**src/rtl/switch_mem_cfg.sv**
```systemverilog
// rtl/switch_mem_cfg.sv - register block holding per-port addresses, lock and error status for the switch core
module switch_mem_cfg #(
    parameter int WR_CNT_W = 16
) (
    input  logic        clk,
    input  logic        rst_n,
    input  logic        mem_sel_en,
    input  logic [7:0]  mem_addr,
    input  logic [7:0]  mem_wr_data,
    input  logic        mem_wr_rd_s,
    output logic [31:0] mem_rd_data,
    output logic [3:0]  mem_ack,
    output logic [31:0] cfg_port_addr,
    output logic [3:0]  cfg_port_valid,
    output logic        cfg_lock
);

    localparam logic [7:0] ADDR_CTRL   = 8'h04;
    localparam logic [7:0] ADDR_STATUS = 8'h05;
    localparam logic [7:0] ADDR_COUNT  = 8'h06;
    localparam logic [WR_CNT_W-1:0] WR_CNT_MAX = '1;

    logic [31:0]         port_addr_q, port_addr_d;
    logic [3:0]          valid_q, valid_d;
    logic                lock_q, lock_d;
    logic                dup_err_q, dup_err_d;
    logic                lock_err_q, lock_err_d;
    logic                addr_err_q, addr_err_d;
    logic [WR_CNT_W-1:0] wr_cnt_q, wr_cnt_d;
    logic [31:0]         rd_data_q, rd_data_d;
    logic [3:0]          ack_q, ack_d;

    logic        wr_req;
    logic        rd_req;
    logic        is_port;
    logic        is_mapped;
    logic [1:0]  port_idx;
    logic        dup_hit;
    logic        cnt_inc;
    logic [31:0] rd_value;

    assign wr_req    = mem_sel_en & mem_wr_rd_s;
    assign rd_req    = mem_sel_en & ~mem_wr_rd_s;
    assign is_port   = (mem_addr[7:2] == 6'd0);
    assign is_mapped = (mem_addr <= ADDR_COUNT);
    assign port_idx  = mem_addr[1:0];

    // A port may keep its own value; only other configured ports count as duplicates.
    always_comb begin
        dup_hit = 1'b0;
        for (int m = 0; m < 4; m++) begin
            if ((2'(m) != port_idx) && valid_q[m] && (port_addr_q[8*m +: 8] == mem_wr_data)) begin
                dup_hit = 1'b1;
            end
        end
    end

    always_comb begin
        rd_value = '0;
        if (is_port) begin
            rd_value[7:0] = port_addr_q[{port_idx, 3'b000} +: 8];
        end else if (mem_addr == ADDR_CTRL) begin
            rd_value[0] = lock_q;
        end else if (mem_addr == ADDR_STATUS) begin
            rd_value[6:0] = {addr_err_q, lock_err_q, dup_err_q, valid_q};
        end else if (mem_addr == ADDR_COUNT) begin
            rd_value[WR_CNT_W-1:0] = wr_cnt_q;
        end
    end

    always_comb begin
        port_addr_d = port_addr_q;
        valid_d     = valid_q;
        lock_d      = lock_q;
        dup_err_d   = dup_err_q;
        lock_err_d  = lock_err_q;
        addr_err_d  = addr_err_q;
        wr_cnt_d    = wr_cnt_q;
        rd_data_d   = rd_data_q;
        ack_d       = '0;
        cnt_inc     = 1'b0;

        if (wr_req) begin
            if (is_port) begin
                if (lock_q) begin
                    lock_err_d = 1'b1;
                end else if (dup_hit) begin
                    dup_err_d = 1'b1;
                end else begin
                    port_addr_d[{port_idx, 3'b000} +: 8] = mem_wr_data;
                    valid_d[port_idx] = 1'b1;
                    ack_d[port_idx]   = 1'b1;
                    cnt_inc           = 1'b1;
                end
            end else if (mem_addr == ADDR_CTRL) begin
                lock_d  = mem_wr_data[0];
                cnt_inc = 1'b1;
            end else begin
                addr_err_d = 1'b1;
            end
        end

        if (rd_req) begin
            rd_data_d = rd_value;
            if (!is_mapped) begin
                addr_err_d = 1'b1;
            end
        end

        if (cnt_inc && (wr_cnt_q != WR_CNT_MAX)) begin
            wr_cnt_d = wr_cnt_q + WR_CNT_W'(1);
        end

        // clear_err wins over any flag raised by the same request.
        if (wr_req && (mem_addr == ADDR_CTRL) && mem_wr_data[1]) begin
            dup_err_d  = 1'b0;
            lock_err_d = 1'b0;
            addr_err_d = 1'b0;
        end
    end

    always_ff @(posedge clk or negedge rst_n) begin
        if (!rst_n) begin
            port_addr_q <= '0;
            valid_q     <= '0;
            lock_q      <= 1'b0;
            dup_err_q   <= 1'b0;
            lock_err_q  <= 1'b0;
            addr_err_q  <= 1'b0;
            wr_cnt_q    <= '0;
            rd_data_q   <= '0;
            ack_q       <= '0;
        end else begin
            port_addr_q <= port_addr_d;
            valid_q     <= valid_d;
            lock_q      <= lock_d;
            dup_err_q   <= dup_err_d;
            lock_err_q  <= lock_err_d;
            addr_err_q  <= addr_err_d;
            wr_cnt_q    <= wr_cnt_d;
            rd_data_q   <= rd_data_d;
            ack_q       <= ack_d;
        end
    end

    assign mem_rd_data    = rd_data_q;
    assign mem_ack        = ack_q;
    assign cfg_port_addr  = port_addr_q;
    assign cfg_port_valid = valid_q;
    assign cfg_lock       = lock_q;

endmodule

```
**config.mk**
```make
export PLATFORM = sky130hd
export DESIGN_NAME = switch_mem_cfg
export DESIGN_NICKNAME = d
export VERILOG_FILES = /design/src/rtl/switch_mem_cfg.sv
export SDC_FILE = /design/constraint.sdc
export NUM_CORES = 1
export LEC_CHECK = 0
export ABC_AREA = 1
export BUFFER_PORTS_ARGS = -buffer_cell sky130_fd_sc_hd__buf_4
export CAP_MARGIN = 25
export CORE_AREA = 2 2 116 118
export CTS_CLUSTER_DIAMETER = 60
export DETAILED_ROUTE_END_ITERATION = 6
export DIE_AREA = 0 0 118 120
export GPL_ROUTABILITY_DRIVEN = 0
export MAX_ROUTING_LAYER = met4
export SYNTH_ARGS = -nofsm -noshare
export SYNTH_HDL_FRONTEND = slang
export SYNTH_SLANG_ARGS = --single-unit
```
**constraint.sdc**
```tcl
create_clock -name clk -period 2 [get_ports clk]
set_input_delay 0.4 -clock clk [delete_from_list [all_inputs] [get_ports clk]]
set_output_delay 0.4 -clock clk [all_outputs]
set_load 0.02 [all_outputs]
```
======== After elaboration in Yosys (flattened, before gate mapping) ========
Cells that the tools add are included.
storage, ports and cells
  flip-flop bits (word level) ............. 76
  latch bits .............................. 0
  RAM bits ................................ 0
  ROM bits ................................ 0
  input bits .............................. 20
  output and inout bits ................... 73
  logic and storage cells ................. 96
  memories ................................ 0
cells by class
  add/subtract/negate cells ............... 2
  multipliers ............................. 0
  divide/modulo/power cells ............... 0
  $lt $le $gt $ge ......................... 3
  equal/unequal tests ..................... 12
  shift-type cells ........................ 3
  mux-type cells .......................... 38
  bitwise operators ....................... 7
  reductions and logical operators ........ 22
operators with widths
  cell                      count
  $bwmux W32                1
  $eq A8 B8 Y1              4
  $shift A8 B7 Y32 const A  1
  $shiftx A32 B6 Y8         1
  $shiftx A8 B7 Y32         1
  $mux W1                   26
  $eq A8 B3 Y1 const B      3
  $add A16 B1 Y16 const B   1
  $mux W16                  1
  $mux W4                   4
  $mux W8                   2
  $ne A16 B16 Y1 const B    1
  $mux W15                  1
  $logic_and A1 B1 Y1       12
  $reduce_bool A2 Y1        5
  $mux W9                   1
  $le A8 B3 Y1 const B      1
  $reduce_and A4 Y1         2
  $mux W7                   1
  $neg A5 Y7                1
  $logic_not A6 Y1          1
  $reduce_and A3 Y1         2
  $ne A2 B2 Y1 const A      2
  $not A1 Y1                4
  7 further kinds           8

======== Logic depth before layout (Yosys ltp) ========
Gate-level depths: netlist (run 1).
  depth in word-level cells ............... 12
  mapped depth ............................ 15
  mapped depth without buffers ............ 13

======== Least setup slack after synthesis (run 1) ========
No wires, ideal clock.
  path kind ............................... in2reg
  from .................................... in mem_addr[0]
  to ...................................... reg wr_cnt_q[7]
  library setup time ...................... 0.116 ns
  data arrival time ....................... 2.191 ns
  data required time ...................... 1.884 ns
  path slack .............................. -0.308 ns
  stages .................................. 11
  path buffers ............................ 2
  path through ............................ inv_1 > buf_1 > ha_1 > inv_1 > nor3_1 > nand2_1 > nand2_8 > nand2_8 > buf_12 > nand2_2 > nand2_1
on the way
  word-level cells in the longest chain between the ends .. 12
  elaborated cells on any way between the ends .. 23
  those cells by class .................... eq/ne: 4; mux: 9; reduce/logical: 10
ends and longest elaborated chain
  element                           line  RTL
  start: declaration                8     input logic [7:0] mem_addr,
  $reduce_bool A2 Y1                52    if ((2'(m) != port_idx) && valid_q[m] && (port_addr_q[8*m +: 8] == mem_wr_data)) begin
  $logic_and A1 B1 Y1 (2 in a row)  52
  $mux W1 (4 in a row)              52
  $mux W1                           87    end else if (dup_hit) begin
  $mux W1                           85    if (lock_q) begin
  $mux W1 (*)                       84    if (is_port) begin
  $mux W1 (*)                       83    if (wr_req) begin
  $logic_and A1 B1 Y1 (*)           110   if (cnt_inc && (wr_cnt_q != WR_CNT_MAX)) begin
  end signal: assignment            140   wr_cnt_q <= wr_cnt_d;
  end: declaration                  29    logic [WR_CNT_W-1:0] wr_cnt_q, wr_cnt_d;
Every way passes the cells marked *; elsewhere a longest branch is shown, timed or not.
A chain may end at the register's enable or synchronous reset.

======== Worst setup path in the final report (run 1) ========
  from .................................... reg port_addr_q[3], in the netlist cfg_port_addr[3]
  to ...................................... reg port_addr_q[15], in the netlist cfg_port_addr[15]
on the way
  word-level cells in the longest chain between the ends .. 8
ends and longest elaborated chain
  element                             line  RTL
  start: declaration                  23    logic [31:0] port_addr_q, port_addr_d;
  start signal: assignment            134   port_addr_q <= port_addr_d;
  $eq A8 B8 Y1                        52
  $logic_and A1 B1 Y1                 52
  $mux W1 (4 in a row)                52
  $not A1 Y1 (no source line)         n/a
  $reduce_and A4 Y1 (no source line)  n/a
No other way between the ends.

==> metrics.md, run 1 <==
| Metric | Value |
|---|---|
| CP bufs+invs | `2` |
| Status | `finished, final reports clean` |
| Vias/cell | `5.06` |
| WL final | `15.1 mm` |
| Mapped Cells | `663` |
| Drt wl/cell | `15.7 um` |
| Crit end category | `flip-flop` |
| Tot GR Track Use | `22.6%` |
| Root Driver | `clkbuf_16` |
| Die area | `0.0142 mm^2` |
| Lkg Pwr | `0.00311 uW` |
| CP Launch Type | `flip-flop` |
| End of the worst hold path | `addr_err_q` |
| Post-CTS setup buffer count | `0` |
| Worst Path Required | `2.24 ns` |
| YS warnings | `0` |
| Setup Skew | `0.00808 ns` |
| Max Fclk | `0.542 GHz` |
| Post-synth EDFFs | `0` |
| Pwr dens | `581 mW/mm^2` |
| Post-synthesis sequential area ratio | `39.5%` |
| Max-cap violations | `0` |
| Synth Flop Type | `dfrtp_1` |
| RR Startpoint | `cfg_port_addr[3]` |
| Placed cell area | `0.00584 mm^2` |
| Initial antenna violation count | `0` |
| Vias in the first global route | `4751` |
| Unique masters post-synth | `35` |
| Pre-antenna DRT Iters | `5` |
| Worst hold path depth | `6` |
| Initial Util | `37.1%` |
| HP Start | `mem_wr_rd_s` |
| Share of cells above drive strength 1 | `22.7%` |
| Top-count cell post-synth | `nand2_1` |
| Syn Area/Cell | `7.25 um^2` |
| DIE WIDTH | `118 um` |
| R2R depth | `12` |
| Synthesis-to-finish area growth | `27.4%` |
| Crit Path Class | `reg2reg` |
| Post-Place Cells | `943` |
| Reg-to-reg setup timing slack | `0.16 ns` |
| Setup WS pre-CTS | `-0.174 ns` |
| N_diodes | `0` |
| Antenna Violating Nets Remaining | `0` |
| Routed via count | `4853` |
| Std cell rows | `42` |
| Post-synthesis register bit count | `76` |
| Io pins | `93` |
| Crit-path slowest cell | `dfrtp_1` |
| Non-Filler Instances | `959` |
| Core Box Area | `0.0130 mm^2` |
| Clock Sinks | `76` |
| Leading area contributor after synthesis | `dfrtp_1` |
| Synth area leaders | `dfrtp_1 (40%), nand2_1 (15%), nor2_1 (5.8%)` |
| Hold Vio Cnt, Final | `0` |
| Tcrit/Tclk final | `92.2%` |
| Area share of the largest cell type after synthesis | `39.5%` |
| Max IR drop VDD | `0.520 mV` |
| Final WS setup | `0.157 ns` |
| Num CTS Buffers | `9` |
| Post-layout minimum cycle time | `1.84 ns` |
| Clk Latency, worst-skew pair | `0.35 ns` |
| Ys async rst share | `100%` |
| Initial DRC Count | `510` |
| CTS tree | `yes` |
| Post-route DRC | `0` |
| Max Buffers Root-to-Sink | `2` |
| CP most frequent cell | `nand2_1` |
| Slew Viols, Final | `0` |
| Setup-failing EPs final | `0` |
| Die height | `120 um` |
| CTS HTree Levels | `3` |
| Pin count of the biggest net entering global routing | `50` |
| Commonest cells in the netlist | `nand2_1 (190), dfrtp_1 (76), nor2_1 (74)` |
| Worst r2r dst | `cfg_port_addr[15]` |
| Synthesized cell area | `0.00481 mm^2` |
| First-pass GRT wire length | `24.3 mm` |
| Worst hold path type | `in2reg` |
| RSZ-0062 raised after global routing | `no` |
| CP cell instances | `inv_1 > nand2_1 > nand2_1 > nor2_1 > nand3_1 > nor2_2 > nor2_4 > nand2_1 > inv_2 > nand3_1 > nand2_1 > nand2_1` |
| GRT overflow | `0` |
| Crit-path max FO | `8` |
| Port Buffer Count | `76` |
| Reg clk slew, reported paths | `0.06 ns` |
| Crit path arrival time | `2.08 ns` |
| DP HPWL | `11.9 mm` |
| Top delay family on crit path | `simple AND/OR/NAND/NOR gates` |
| Nets | `808` |
| Post-layout instance area | `0.00613 mm^2` |
| Worst path max stage delay | `0.44 ns` |
[worst max-delay path by stage]
stage	slack, ns	endpoint	cells past startpoint	startpoint
after floorplan	0.0001	wr_cnt_q[7]	11	mem_addr[0]
after global placement	-0.16	wr_cnt_q[1]	15	mem_addr[0]
after detailed placement	-0.17	wr_cnt_q[14]	15	mem_addr[0]
after CTS	0.17	wr_cnt_q[14]	10	wr_cnt_q[0]
after global routing	0.003	cfg_port_addr[13]	12	cfg_port_addr[30]
final	0.16	cfg_port_addr[15]	12	cfg_port_addr[3]
[tightest hold or removal path: cells and delay by family]
kind | cells | cell delay (ns)
and+or+nand+nor | 3 | 0.17
AOI/OAI and AO/OA | 1 | 0.05
buffers and inverters | 2 | 0.14
[sequential cells by signal, indices dropped and copies added, names as in the netlist]
signal and count:
dup_err_q 1, mem_rd_data 16, addr_err_q 1, cfg_port_addr 32, wr_cnt_q 16, cfg_lock 1
lock_err_q 1, mem_ack 4, cfg_port_valid 4
[logic make-up after synthesis]
group           count (synthesis)  share of synthesized area, %
other cells                     1                        0.0780
xor+xnor                       24                          4.37
buf+inv                       109                          10.6
simple gates                  371                          34.9
flops                          76                          39.5
fa+ha+maj                       9                          2.34
compound gates                 73                          8.19
[per-stage QoR]
step	hold WS [ns]	setup TNS, ns	power [uW]	utilization (%)
finish	0.460	0	3560	47.2
global route	0.486	0	3710	47.2
CTS	0.439	0	3600	47.2
detailed placement	0.349	-6.29	2070	45.0
global placement	0.346	-6.47	2070	45.0
floorplan	0.104	0	1870	-
[power by group]
part | internal [uW] | switching, uW | leakage (uW) | total, uW
combinational | 164 | 296 | 0.00197 | 460
sequential | 1570 | 24.6 | 0.00101 | 1590
clock | 897 | 611 | 0.000135 | 1510
total | 2630 | 931 | 0.00311 | 3560
[routing by layer]
| metal | up-vias | part of all wire [%] | track usage [%] |
|---|---|---|---|
| met1 | 2268 | 43 | 27.7 |
| met2 | 195 | 48 | 36.3 |
| met5 | - | 0 | - |
| met3 | 47 | 6.1 | 5.18 |
| met4 | 0 | 3.8 | 9.19 |
| li1 | 2343 | - | - |
[cells in the final DEF (no fill, tap or decap), types with 5 or more instances in the layout]
master,n
a21oi_1,23
a31oi_1,7
buf_4,128
clkbuf_16,9
conb_1,16
dfrtp_1,75
ha_1,9
inv_1,59
inv_2,8
nand2_1,190
nand2_2,10
nand3_1,35
nand4_1,34
nor2_1,74
nor2_2,6
nor3_1,5
nor4_1,5
o21ai_0,28
o22ai_1,6
xnor2_1,9
xor2_1,15
[repair_timing]
item	in CTS	in global routing
hold buffers	1	0
hold endpoints to repair	27	0
gates resized for setup	0	1
setup endpoints to repair	0	3
[final cells by class]
| class | count | area, um^2 |
|---|---|---|
| Fill cell | 1327 | 6850 |
| Multi-Input combinational cell | 493 | 2470 |
| Sequential cell | 76 | 1900 |
| Timing Repair Buffer | 131 | 1010 |
| Clock buffer | 13 | 260 |
| Inverter | 68 | 255 |
| Tap cell | 176 | 220 |
| Clock inverter | 2 | 10.0 |
Power figures use the tool's default switching activity.
==> run 2: changes to the inputs <==
--- a/config.mk
+++ b/config.mk
@@ -9,6 +9,7 @@
 export BUFFER_PORTS_ARGS = -buffer_cell sky130_fd_sc_hd__buf_4
 export CAP_MARGIN = 25
 export CORE_AREA = 2 2 116 118
+export CTS_BUF_LIST = sky130_fd_sc_hd__clkbuf_2 sky130_fd_sc_hd__clkbuf_4 sky130_fd_sc_hd__clkbuf_8
 export CTS_CLUSTER_DIAMETER = 60
 export DETAILED_ROUTE_END_ITERATION = 6
 export DIE_AREA = 0 0 118 120
==> metrics.md, run 2 (synthesis gave the netlist of run 1 again) <==
| Metric | Value |
|---|---|
| Status | `finished, final reports clean` |
| CTS HTree Levels | `3 (unchanged)` |
| Initial DRC Count | `501 (-1.8%)` |
| Die height | `120 um (unchanged)` |
| Crit end category | `flip-flop` |
| Post-layout minimum cycle time | `1.82 ns (-0.0211 ns)` |
| Setup TNS | `0 ns (unchanged)` |
| Crit-path max FO | `18 (+10)` |
| Post-Place Cells | `943 (unchanged)` |
| Max Fclk | `0.549 GHz (+1.2%)` |
| RSZ-0062 raised after global routing | `no` |
| Routed via count | `4835 (-0.37%)` |
| Setup Skew | `0.0129 ns (+0.00486 ns)` |
| RR Startpoint | `cfg_port_addr[3]` |
| Most frequent cells in the layout | `nand2_1 (190), buf_4 (128), dfrtp_1 (75)` |
| GRT overflow | `0 (unchanged)` |
| Worst hold path type | `in2reg` |
| DIE WIDTH | `118 um (unchanged)` |
| CTS tree | `yes` |
| Port Buffer Count | `76 (unchanged)` |
| Initial antenna violation count | `0 (unchanged)` |
| Root Driver | `clkbuf_8` |
| CP Launch Type | `flip-flop` |
| Worst Path Required | `2.32 ns (+0.08 ns)` |
| Smallest hold slack | `0.426 ns (-0.0344 ns)` |
| Pwr dens | `521 mW/mm^2 (-10%)` |
| Largest register FFs | `32 (unchanged)` |
| Drt wl/cell | `15.7 um (-0.23%)` |
| Max IR drop VDD | `0.397 mV (-24%)` |
| Hold Vio Cnt, Final | `0 (unchanged)` |
| Total Power | `3140 uW (-12%)` |
| Lkg Pwr | `0.00308 uW (-1.2%)` |
| Post-route DRC | `0 (unchanged)` |
| Clock Sinks | `76 (unchanged)` |
| Num CTS Buffers | `9 (unchanged)` |
| N_diodes | `0 (unchanged)` |
| Post-CTS setup buffer count | `0 (unchanged)` |
| Std cell rows | `42 (unchanged)` |
| Tot GR Track Use | `22.6% (about the same)` |
| Synthesis-to-finish area growth | `25.5%` |
| Share of cells above drive strength 1 | `23.0% (+0.26 points)` |
| Core Box Area | `0.0130 mm^2 (unchanged)` |
| Crit Path Class | `reg2reg` |
| Io pins | `93 (unchanged)` |
| Worst setup startpoint | `cfg_port_addr[3]` |
| FILL cells | `1343 (+1.2%)` |
| Die area | `0.0142 mm^2 (unchanged)` |
| DP HPWL | `11.9 mm (unchanged)` |
| Most common cell after layout, fill and taps aside | `nand2_1` |
| Reg clk slew, reported paths | `0.08 ns (+0.02 ns)` |
| Multi-input logic area | `0.00247 mm^2 (unchanged)` |
| Vias in the first global route | `4696 (-1.2%)` |
| Initial Util | `37.1% (unchanged)` |
| Non-Filler Instances | `959 (unchanged)` |
| Antenna Violating Nets Remaining | `0 (unchanged)` |
| Max Buffers Root-to-Sink | `2 (unchanged)` |
| Setup WS pre-CTS | `-0.174 ns (unchanged)` |
| Crit path arrival time | `2.14 ns (+0.06 ns)` |
| Tcrit/Tclk final | `91.1% (-1.1 points)` |
| Clk Latency, worst-skew pair | `0.37 ns (+0.02 ns)` |
| Final WS setup | `0.178 ns (+0.0211 ns)` |
| Register Area | `0.00190 mm^2 (unchanged)` |
| HP Start | `mem_wr_rd_s` |
| Pre-antenna DRT Iters | `5 (unchanged)` |
| Nets | `808 (unchanged)` |
| Vias/cell | `5.04 (-0.37%)` |
| Max-cap violations | `0 (unchanged)` |
| Setup-failing EPs final | `0 (unchanged)` |
| Slew Viols, Final | `0 (unchanged)` |
| Pin count of the biggest net entering global routing | `50 (unchanged)` |
| WL final | `15.0 mm (-0.23%)` |
| First-pass GRT wire length | `24.3 mm (-0.17%)` |
## run 2: path summary, 6_finish.rpt
check	end	slack, ns	cells after the start
worst max-delay path	wr_cnt_q[14]	0.18	13
worst min-delay path	addr_err_q	0.43	6
worst max register to register	wr_cnt_q[14]	0.18	13
worst min register to register	mem_rd_data[9]	0.49	2
max in group asynchronous	cfg_port_addr[22]	0.91	3
min in group asynchronous	mem_ack[3]	0.50	2
## run 2: metal layers
metal / global-route usage (%) / up-vias / wire [um]
met1: 27.7 / 2250 / 6320
met3: 4.85 / 47 / 985
li1: - / 2340 / -
met5: - / - / 0
met4: 10.4 / 0 / 635
met2: 35.9 / 198 / 7110
## run 2: through the flow
step,instance area (um^2),util [%]
finish,6030,46.5
global route,6030,46.5
CTS,6030,46.5
detailed placement,5840,45.0
global placement,5840,45.0
floorplan,4880,-
## run 2: final cells by class
| type | instances | area share, % |
|---|---|---|
| Multi-Input combinational cell | 493 | 40.9 |
| Sequential cell | 76 | 31.5 |
| Timing Repair Buffer | 131 | 16.8 |
| Tap cell | 176 | 3.65 |
| Clock buffer | 13 | 2.76 |
| Clock inverter | 2 | 0.166 |
| Inverter | 68 | 4.27 |
## run 2: worst max-delay path: stages (launching register included)
cell and delay [ns]:
dfrtp_1 0.45, inv_1 0.08, nand2_1 0.06, nand2_1 0.08, nor2_1 0.13, nand3_1 0.11
nor2_2 0.14, nor2_4 0.04, buf_4 0.13, nand3_4 0.10, nand2_8 0.12, nand2_8 0.16
nand2_1 0.08, nand2_1 0.06
## run 2: power breakdown
group / switching [uW] / internal (uW) / total [uW] / leakage [uW]
sequential: 24.3 / 1560 / 1590 / 0.00101
combinational: 296 / 164 / 460 / 0.00197
clock: 561 / 536 / 1100 / 0.0000961
## run 2: what timing repair did
| item | in CTS | in global routing |
|---|---|---|
| endpoints found under the setup margin | 0 | 6 |
| gates resized for setup | 0 | 2 |
| hold endpoints to repair | 27 | 0 |
| hold buffers | 1 | 0 |
